==> config.mk <==
export PLATFORM = sky130hd
export DESIGN_NAME = fetch_ctrl_flat
export DESIGN_NICKNAME = d
export VERILOG_FILES = /design/src/rtl/fetch_pkg.sv /design/src/rtl/fetch_if.sv /design/src/rtl/fetch_out_stage.sv /design/src/rtl/fetch_ctrl.sv /design/src/flat_wrapper.sv
export SDC_FILE = /design/constraint.sdc
export NUM_CORES = 1
export LEC_CHECK = 0
export BUFFER_PORTS_ARGS = -buffer_cell sky130_fd_sc_hd__buf_2
export CORE_UTILIZATION = 40
export DETAILED_ROUTE_END_ITERATION = 12
export HOLD_SLACK_MARGIN = 0.08
export PLACE_DENSITY = 0.65
export SLEW_MARGIN = 20
export SYNTH_ARGS = -nofsm -noshare
export SYNTH_HDL_FRONTEND = slang
export SYNTH_HIERARCHICAL = 1
export SYNTH_SLANG_ARGS = --single-unit
==> constraint.sdc <==
create_clock -name clk -period 3.61 [get_ports clk]
set_input_delay 0.361 -clock clk [delete_from_list [all_inputs] [get_ports clk]]
set_output_delay 0.361 -clock clk [all_outputs]
set_load 0.02 [all_outputs]
==> src/rtl/fetch_pkg.sv <==
// Shared types and constants for the instruction fetch controller.
package fetch_pkg;

  localparam int ADDR_W_DEF  = 12;
  localparam int INSTR_W_DEF = 32;
  localparam int CNT_W_DEF   = 16;
  localparam int PC_STEP     = 4;

  localparam logic [INSTR_W_DEF-1:0] HALT_INSTR = 32'h0000_0000;

  typedef enum logic [1:0] {
    ST_IDLE   = 2'd0,
    ST_FETCH  = 2'd1,
    ST_FLUSH  = 2'd2,
    ST_HALTED = 2'd3
  } fetch_state_e;

  // Word-aligned view of an address: the low two bits never reach the PC.
  function automatic logic [ADDR_W_DEF-1:0] word_align(input logic [ADDR_W_DEF-1:0] a);
    return a & ~ADDR_W_DEF'(3);
  endfunction

endpackage

==> src/rtl/fetch_if.sv <==
// Fetch controller bus: ROM port, control inputs and the output valid/ready channel.
interface fetch_if #(
  parameter int ADDR_W  = fetch_pkg::ADDR_W_DEF,
  parameter int INSTR_W = fetch_pkg::INSTR_W_DEF,
  parameter int CNT_W   = fetch_pkg::CNT_W_DEF
);
  logic [ADDR_W-1:0]  imem_addr;
  logic [INSTR_W-1:0] imem_rdata;
  logic               stall;
  logic               redirect_valid;
  logic [ADDR_W-1:0]  redirect_pc;
  logic               out_valid;
  logic               out_ready;
  logic [ADDR_W-1:0]  out_pc;
  logic [INSTR_W-1:0] out_instr;
  logic               halted;
  logic [CNT_W-1:0]   fetch_count;

  modport master (
    output imem_addr, out_valid, out_pc, out_instr, halted, fetch_count,
    input  imem_rdata, stall, redirect_valid, redirect_pc, out_ready
  );

  modport slave (
    input  imem_addr, out_valid, out_pc, out_instr, halted, fetch_count,
    output imem_rdata, stall, redirect_valid, redirect_pc, out_ready
  );
endinterface

==> src/rtl/fetch_out_stage.sv <==
// Single output register with valid/ready handshake; flush drops the held entry.
module fetch_out_stage #(
  parameter int ADDR_W  = fetch_pkg::ADDR_W_DEF,
  parameter int INSTR_W = fetch_pkg::INSTR_W_DEF
) (
  input  logic               clk,
  input  logic               rst,
  input  logic               flush,
  input  logic               push,
  input  logic [ADDR_W-1:0]  push_pc,
  input  logic [INSTR_W-1:0] push_instr,
  input  logic               out_ready,
  output logic               out_valid,
  output logic [ADDR_W-1:0]  out_pc,
  output logic [INSTR_W-1:0] out_instr
);

  // Push wins over a same-cycle transfer: the register refills in place.
  always_ff @(posedge clk) begin
    if (rst) begin
      out_valid <= 1'b0;
      out_pc    <= '0;
      out_instr <= '0;
    end else if (flush) begin
      out_valid <= 1'b0;
    end else if (push) begin
      out_valid <= 1'b1;
      out_pc    <= push_pc;
      out_instr <= push_instr;
    end else if (out_valid && out_ready) begin
      out_valid <= 1'b0;
    end
  end

endmodule

==> src/rtl/fetch_ctrl.sv <==
// Instruction fetch controller: PC sequencing, redirect/flush, halt detection, fetch counter.
module fetch_ctrl
  import fetch_pkg::*;
#(
  parameter int                ADDR_W   = ADDR_W_DEF,
  parameter int                INSTR_W  = INSTR_W_DEF,
  parameter int                CNT_W    = CNT_W_DEF,
  parameter logic [ADDR_W-1:0] RESET_PC = '0
) (
  input logic     clk,
  input logic     rst,
  fetch_if.master bus
);

  fetch_state_e      state_q, state_d;
  logic [ADDR_W-1:0] pc_q, pc_d;
  logic [CNT_W-1:0]  cnt_q;
  logic              out_valid;
  logic              redirect;
  logic [ADDR_W-1:0] redirect_tgt;
  logic              can_push;
  logic              halt_hit;
  logic              push;

  assign redirect     = bus.redirect_valid;
  assign redirect_tgt = bus.redirect_pc & ~ADDR_W'(3);

  // A halt word is detected exactly where a push would otherwise happen.
  assign can_push = (state_q == ST_FETCH) && !bus.stall && !redirect &&
                    (!out_valid || bus.out_ready);
  assign halt_hit = can_push && (bus.imem_rdata == INSTR_W'(HALT_INSTR));
  assign push     = can_push && !halt_hit;

  always_ff @(posedge clk) begin
    if (rst) begin
      state_q <= ST_IDLE;
      pc_q    <= RESET_PC;
      cnt_q   <= '0;
    end else begin
      state_q <= state_d;
      pc_q    <= pc_d;
      if (push && (cnt_q != {CNT_W{1'b1}}))
        cnt_q <= cnt_q + 1'b1;
    end
  end

  always_comb begin
    state_d = state_q;
    pc_d    = pc_q;
    if (redirect) begin
      state_d = ST_FLUSH;
      pc_d    = redirect_tgt;
    end else begin
      unique case (state_q)
        ST_IDLE:   state_d = ST_FETCH;
        ST_FETCH: begin
          if (halt_hit)  state_d = ST_HALTED;
          else if (push) pc_d    = pc_q + ADDR_W'(PC_STEP);
        end
        ST_FLUSH:  state_d = ST_FETCH;
        ST_HALTED: state_d = ST_HALTED;
        default:   state_d = ST_IDLE;
      endcase
    end
  end

  fetch_out_stage #(
    .ADDR_W  (ADDR_W),
    .INSTR_W (INSTR_W)
  ) u_out (
    .clk        (clk),
    .rst        (rst),
    .flush      (redirect),
    .push       (push),
    .push_pc    (pc_q),
    .push_instr (bus.imem_rdata),
    .out_ready  (bus.out_ready),
    .out_valid  (out_valid),
    .out_pc     (bus.out_pc),
    .out_instr  (bus.out_instr)
  );

  assign bus.out_valid   = out_valid;
  assign bus.imem_addr   = pc_q;
  assign bus.halted      = (state_q == ST_HALTED);
  assign bus.fetch_count = cnt_q;

endmodule
==> src/flat_wrapper.sv <==
// flat-port wrapper written by rule: the top's interface ports become plain ports
module fetch_ctrl_flat import fetch_pkg::*;
#(
  parameter int                ADDR_W   = ADDR_W_DEF,
  parameter int                INSTR_W  = INSTR_W_DEF,
  parameter int                CNT_W    = CNT_W_DEF,
  parameter logic [ADDR_W-1:0] RESET_PC = '0
)
  (clk, rst, bus_imem_addr, bus_out_valid, bus_out_pc, bus_out_instr, bus_halted, bus_fetch_count, bus_imem_rdata, bus_stall, bus_redirect_valid, bus_redirect_pc, bus_out_ready);
  fetch_if #(.ADDR_W(ADDR_W), .INSTR_W(INSTR_W), .CNT_W(CNT_W)) bus_i ();
  input logic clk;
  input logic rst;
  output wire logic [$bits(bus_i.imem_addr)-1:0] bus_imem_addr;
  output wire logic [$bits(bus_i.out_valid)-1:0] bus_out_valid;
  output wire logic [$bits(bus_i.out_pc)-1:0] bus_out_pc;
  output wire logic [$bits(bus_i.out_instr)-1:0] bus_out_instr;
  output wire logic [$bits(bus_i.halted)-1:0] bus_halted;
  output wire logic [$bits(bus_i.fetch_count)-1:0] bus_fetch_count;
  input wire logic [$bits(bus_i.imem_rdata)-1:0] bus_imem_rdata;
  input wire logic [$bits(bus_i.stall)-1:0] bus_stall;
  input wire logic [$bits(bus_i.redirect_valid)-1:0] bus_redirect_valid;
  input wire logic [$bits(bus_i.redirect_pc)-1:0] bus_redirect_pc;
  input wire logic [$bits(bus_i.out_ready)-1:0] bus_out_ready;
  assign bus_imem_addr = bus_i.imem_addr;
  assign bus_out_valid = bus_i.out_valid;
  assign bus_out_pc = bus_i.out_pc;
  assign bus_out_instr = bus_i.out_instr;
  assign bus_halted = bus_i.halted;
  assign bus_fetch_count = bus_i.fetch_count;
  assign bus_i.imem_rdata = bus_imem_rdata;
  assign bus_i.stall = bus_stall;
  assign bus_i.redirect_valid = bus_redirect_valid;
  assign bus_i.redirect_pc = bus_redirect_pc;
  assign bus_i.out_ready = bus_out_ready;
  fetch_ctrl #(.ADDR_W(ADDR_W), .INSTR_W(INSTR_W), .CNT_W(CNT_W), .RESET_PC(RESET_PC)) u_core (.clk(clk), .rst(rst), .bus(bus_i));
endmodule
* Word level (Yosys, flattened, before mapping)
Cells that the tools add are included.
** Word-level totals
- Bits in registers :: 75
- Input port bits :: 49
- Output and inout bits :: 74
** Operators by class
- $add $sub $neg :: 2
- Eq/ne operators :: 7
- Multiplexer cells :: 9
- Bitwise gates (word level) :: 2
- Reductions and logical operators :: 22
** Operators with widths (number)
- 12-bit 2-to-1 mux :: 4
- 32-bit logical NOT :: 1
- 16-bit by 1-bit adder with 16-bit output (second input constant) :: 1
- 16-bit inequality test (second input constant) :: 1
- 12-bit by 3-bit adder with 12-bit output (second input constant) :: 1
- 1-bit logical AND :: 7
- 2-bit one-hot mux with 3 select lines :: 1
- 3-bit AND reduction :: 2
- 2-bit nonzero test :: 3
- 2-bit == test (second input constant) :: 2
- 1-bit logical NOT :: 4
- 2-bit 2-to-1 mux :: 2
- 2-bit OR reduction :: 2
- 3-bit by 2-bit inequality test with 1-bit output (second input constant) :: 1
- 2-bit by 1-bit == test with 1-bit output (second input constant) :: 1
- 2-bit logical NOT :: 1
- 1-bit 2-to-1 mux :: 2
- 2-bit by 1-bit inequality test with 1-bit output (second input constant) :: 1
- 2-bit inequality test (second input constant) :: 1
- 1-bit inverter :: 2
- 2-bit AND reduction :: 1
- 1-bit logical OR :: 1

* Depth between registers and ports, before layout
- Depth in word-level cells :: 11
- Gate-level depth with buffers :: 9
- Mapped depth without buffers :: 6

* Hierarchy
Netlist, hierarchy kept.
** By module, submodules not included
- fetch_out_stage :: instances 1, cells each 204, area an instance 2057.0 µm²
- fetch_ctrl :: instances 1, cells each 190, area an instance 1576.5 µm²

* Worst setup path after synthesis
No wires, ideal clock.
- Kind :: flip-flop to flip-flop
- Start :: register u_core.cnt_q[0], in the netlist u_core/bus.fetch_count[0]
- End :: register u_core.cnt_q[2], in the netlist u_core/bus.fetch_count[2]
- Setup time :: 0.123 ns
- Arrival time :: 2.070 ns
- Data required time :: 3.487 ns
- Slack :: 1.417 ns
- Stages on the path, launching flop included :: 8
- Path buffers :: 1
- Cells stage by stage :: dfxtp_1 ha_1 nand3_1 or2_1 clkbuf_1 or3_1 nand3_1 mux2_1
** Between the ends
- Longest elaborated chain between the ends :: 2
** RTL lines
- start, declared :: line fetch_ctrl.sv:17 : logic [CNT_W-1:0] cnt_q;
- start signal, assigned :: line fetch_ctrl.sv:43 : cnt_q <= cnt_q + 1'b1;
- branches (longest 2 deep; another with 16-bit by 1-bit adder with 16-bit output)
Parallel ways; which one is timed is not known.
A chain may end at the register's enable or synchronous reset.

* Worst setup path after layout
- Start :: register u_core.state_q[1]
- End :: register u_core.u_out.out_instr[3]
** Between the ends
- Longest elaborated chain between the ends :: 8
** RTL lines
- start, declared :: line fetch_ctrl.sv:15 : fetch_state_e state_q, state_d;
- start signal, assigned :: line fetch_ctrl.sv:40 : state_q <= state_d;
- 2-bit by 1-bit == test with 1-bit output (*) :: line fetch_ctrl.sv:29 : assign can_push = (state_q == ST_FETCH) && !bus.stall && !redirect &&
- 1-bit logical AND (*) (3 in series) :: line fetch_ctrl.sv:29
- 1-bit logical AND :: line fetch_ctrl.sv:31 : assign halt_hit = can_push && (bus.imem_rdata == INSTR_W'(HALT_INSTR));
- 1-bit logical NOT :: line fetch_ctrl.sv:32 : assign push = can_push && !halt_hit;
- 1-bit logical AND (*) :: line fetch_ctrl.sv:32
- 2-bit AND reduction (no line) (*)
- end signal, assigned :: line fetch_out_stage.sv:29 : out_instr <= push_instr;
- end, declared :: line fetch_out_stage.sv:15 : output logic [INSTR_W-1:0] out_instr
Mark *: on every way between the ends. The rest lies on a longest branch, timed or not.

==> qor.csv <==
stage,metric,value,unit
power_and_ir_drop,p_total,1670,uW
worst_setup_path,critPathArrivalTime,2.62,ns
worst_setup_path,cpMaxStageDelayCell,nor2b_4,
synth,yosysWarnings,6,
worst_setup_path,crit_required,3.79,ns
cts,clk_pin_slew,0.08,ns
worst_setup_path,crit_chain,or4b_4 > nor2_4 > o21ai_2 > inv_2 > nor2b_4 > o21ai_0,
synth,ys_ff_latch,73,
cts,cts_resized,0,
routing,drc,0,
cts,clockRootBuffer,clkbuf_8,
routing,dr.pass1.iters,4,
routing,ant_nets,0,
routing,wl_per_cell,15.1,um
place,place_congestion,0.807,
synth,netlist_instances,394,
timing,setup_viol,0,
worst_setup_path,slowest_delay,0.77,ns
cts,clock_sinks,73,
global_route,grtUsageTotal,0.196,
final_layout,utilization,0.507,
timing,fin_skew,0.00731,ns
timing,tns,0,ns
final_layout,nets,548,
worst_setup_path,critPathLaunchType,flip-flop,
floorplan,dieHeight,97.3,um
global_route,grt_pass1_wl,15300,um
timing,final_max_slew_viol_count,0,
floorplan,die_area,9470,um^2
cts,clock_latency,0.34,ns
timing,worst_pin_slew,0.965,ns
worst_setup_path,path_max_fanout,44,
synth,yosys.cell_types.count,48,
final_layout,drive_above_1_share,0.293,
final_layout,ff_latch_area,1460,um^2
worst_setup_path,regToRegSetupSlack,1.17,ns
worst_setup_path,crit_family,simple AND/OR/NAND/NOR gates,
cts,cts_tree,done,
routing,drtIter0Drc,99,
timing,fmax,410,MHz
routing,num_vias,3319,
cts,cts_buffers,9,
global_route,antenna_found_initial,0,
final_layout,syn_to_final_growth,22.3,%
place,place_hpwl,6140,um
power_and_ir_drop,ir_drop,0.199,mV
flow_run,maxCapViolCount,0,
outcome,status,"complete, no violations",
routing,wirelength,9230,um
global_route,grt_max_degree,73,
cts,post-cts-setup-buffer-count,0,
power_and_ir_drop,power_density,376,nW/um^2
synth,synth.area.top_cells,"dfxtp_1 (40%), nand4bb_1 (14%), nand2b_1 (7.6%)",
synth,syn_avg_cell_area,9.22,um^2
synth,netlist.area_leader.share,0.402,
synth,synth_top_area_cell,dfxtp_1,
cts,h-tree-depth,3,
timing,relSlewSlack,0.355,
place,io_buffers,118,
cts,clock_path_buffers,2,
floorplan,row_count,34,
final_layout,multi_input_area,1950,um^2
synth,syn-cell-area,3630,um^2
worst_setup_path,path_buf_inv,1,
timing,whs,0.289,ns
power_and_ir_drop,leakage,0.00176,uW
cts,hold_buffers,0,
worst_setup_path,crit_path_end_kind,flip-flop,
final_layout,diodes,0,
floorplan,initial_core_util,0.415,
floorplan,core_area,8760,um^2
synth,synth_seq_area_share,0.402,
timing,period_minus_slack,2.44,ns
hold_path,min_path_type,in -> reg,
global_route,grt_overflow,0,
floorplan,die_x,97.3,um
timing,period_share,0.676,
routing,via_per_inst,5.44,
timing,rsz0062_at_grt,false,
global_route,first_global_vias,3125,
worst_setup_path,path_class,reg -> reg,
floorplan,ios,123,
timing,final_hold_viol_count,0,
final_layout,fillers,832,
[metal layers]
layer  global-route usage  wire length, um
met3               0.0396              489
met2                0.313             4240
met5                    0                0
met1                0.262             4450
met4               0.0724               52
[synth_stat cells (all sizes together)]
cell type and count:
o31ai 10, a221oi 1, nand4b 2, or2 2
or4 10, or4b 1, a31oi 1, clkbuf 21
conb 1, a211oi 5, inv 8, o211ai 3
o21a 4, o21ai 47, o311ai 1, and4 1
or3 2, xnor2 4, and3 1, nor3 1
and2 4, a2111oi 1, ha 2, nor2 18
nand4 4, a311oi 2, buf 14, xor2 3
o41ai 2, nand2b 44, dfxtp 73, o2111ai 3
nor4 11, a21oi 18, nand4bb 44, mux2 2
nand2 7, nor2b 5, nand3 11
[logic make-up (layout without fill, tap and decap cells)]
| logic type | count (synthesis) | in the layout | share of synthesized area |
|---|---|---|---|
| fa+ha+maj | 2 | 2 | 0.00689 |
| xor+xnor | 7 | 7 | 0.0169 |
| other cells | 1 | 4 | 0.00103 |
| buf+inv | 43 | 148 | 0.0634 |
| flops | 73 | 73 | 0.402 |
| compound gates | 98 | 98 | 0.162 |
| mux | 2 | 2 | 0.00620 |
| simple gates | 168 | 168 | 0.342 |
[registers in the layout, summed over array words and instances (netlist names)]
name                    count
u_core/u_out/out_instr     32
u_core/bus.fetch_count     16
u_core/u_out/out_pc        12
u_core/bus.imem_addr       10
u_core/state_q              2
u_core/u_out/out_valid      1
[metrics by stage]
| step | cell area, um^2 | std cells | setup WS [ns] |
|---|---|---|---|
| after global routing | 4440 | 610 | 0.986 |
| after CTS | 4440 | 610 | 1.13 |
| after floorplan | 3640 | 397 | 1.42 |
| after detailed placement | 4230 | 594 | 0.981 |
| final | 4440 | 610 | 1.17 |
| after global placement | 4230 | 594 | 1.00 |
[path summary, 6_finish.rpt]
path                                      to  cells after the start                        from
hold / removal       u_core/bus.imem_addr[8]                      3          bus_redirect_pc[8]
setup / recovery   u_core/u_out/out_instr[3]                      6           u_core/state_q[1]
hold reg to reg   u_core/u_out/out_instr[28]                      2  u_core/u_out/out_instr[28]
setup reg to reg   u_core/u_out/out_instr[3]                      6           u_core/state_q[1]
[worst register-to-register path: cells and delay by family (launching register included)]
kind / cells / cell delay, ns
simple gates: 3 / 1.55
compound gates: 2 / 0.34
buf+inv: 1 / 0.08
flops: 1 / 0.31
[layout make-up]
| cell class | instances | area share |
|---|---|---|
| multi-input cells | 281 | 0.440 |
| flip-flops and latches | 73 | 0.329 |
| repair buffers | 124 | 0.146 |
| clock buffers | 12 | 0.0372 |
| well taps | 108 | 0.0304 |
| clock inverters | 4 | 0.0113 |
| inverters | 8 | 0.00676 |
[cell usage in the layout, fill, tap and decap left out, types with 2 or more instances in the layout]
cell	n
nor2b_1	4
buf_4	5
o31ai_1	10
dfxtp_1	73
a311oi_1	2
buf_2	118
nor2_1	17
mux2_1	2
o41ai_1	2
nor4_1	11
nand2b_1	44
o21ai_0	22
o211ai_1	3
or4_1	10
and2_1	4
nand2_1	7
nand3_1	11
ha_1	2
nand4b_1	2
nand4_1	4
a211oi_1	5
xor2_1	3
xnor2_1	4
o21a_1	4
conb_1	4
o2111ai_1	3
o21ai_1	24
inv_1	7
a21oi_1	18
clkinvlp_4	2
clkbuf_8	12
or3_1	2
nand4bb_1	44
[where the power goes]
group	switching [uW]	internal, uW	leakage [uW]
Combinational	83.8	69.1	0.00106
Clock	307	375	0.000105
Sequential	15.1	819	0.000592
Total	406	1260	0.00176
(Power assumes the default switching activity.)
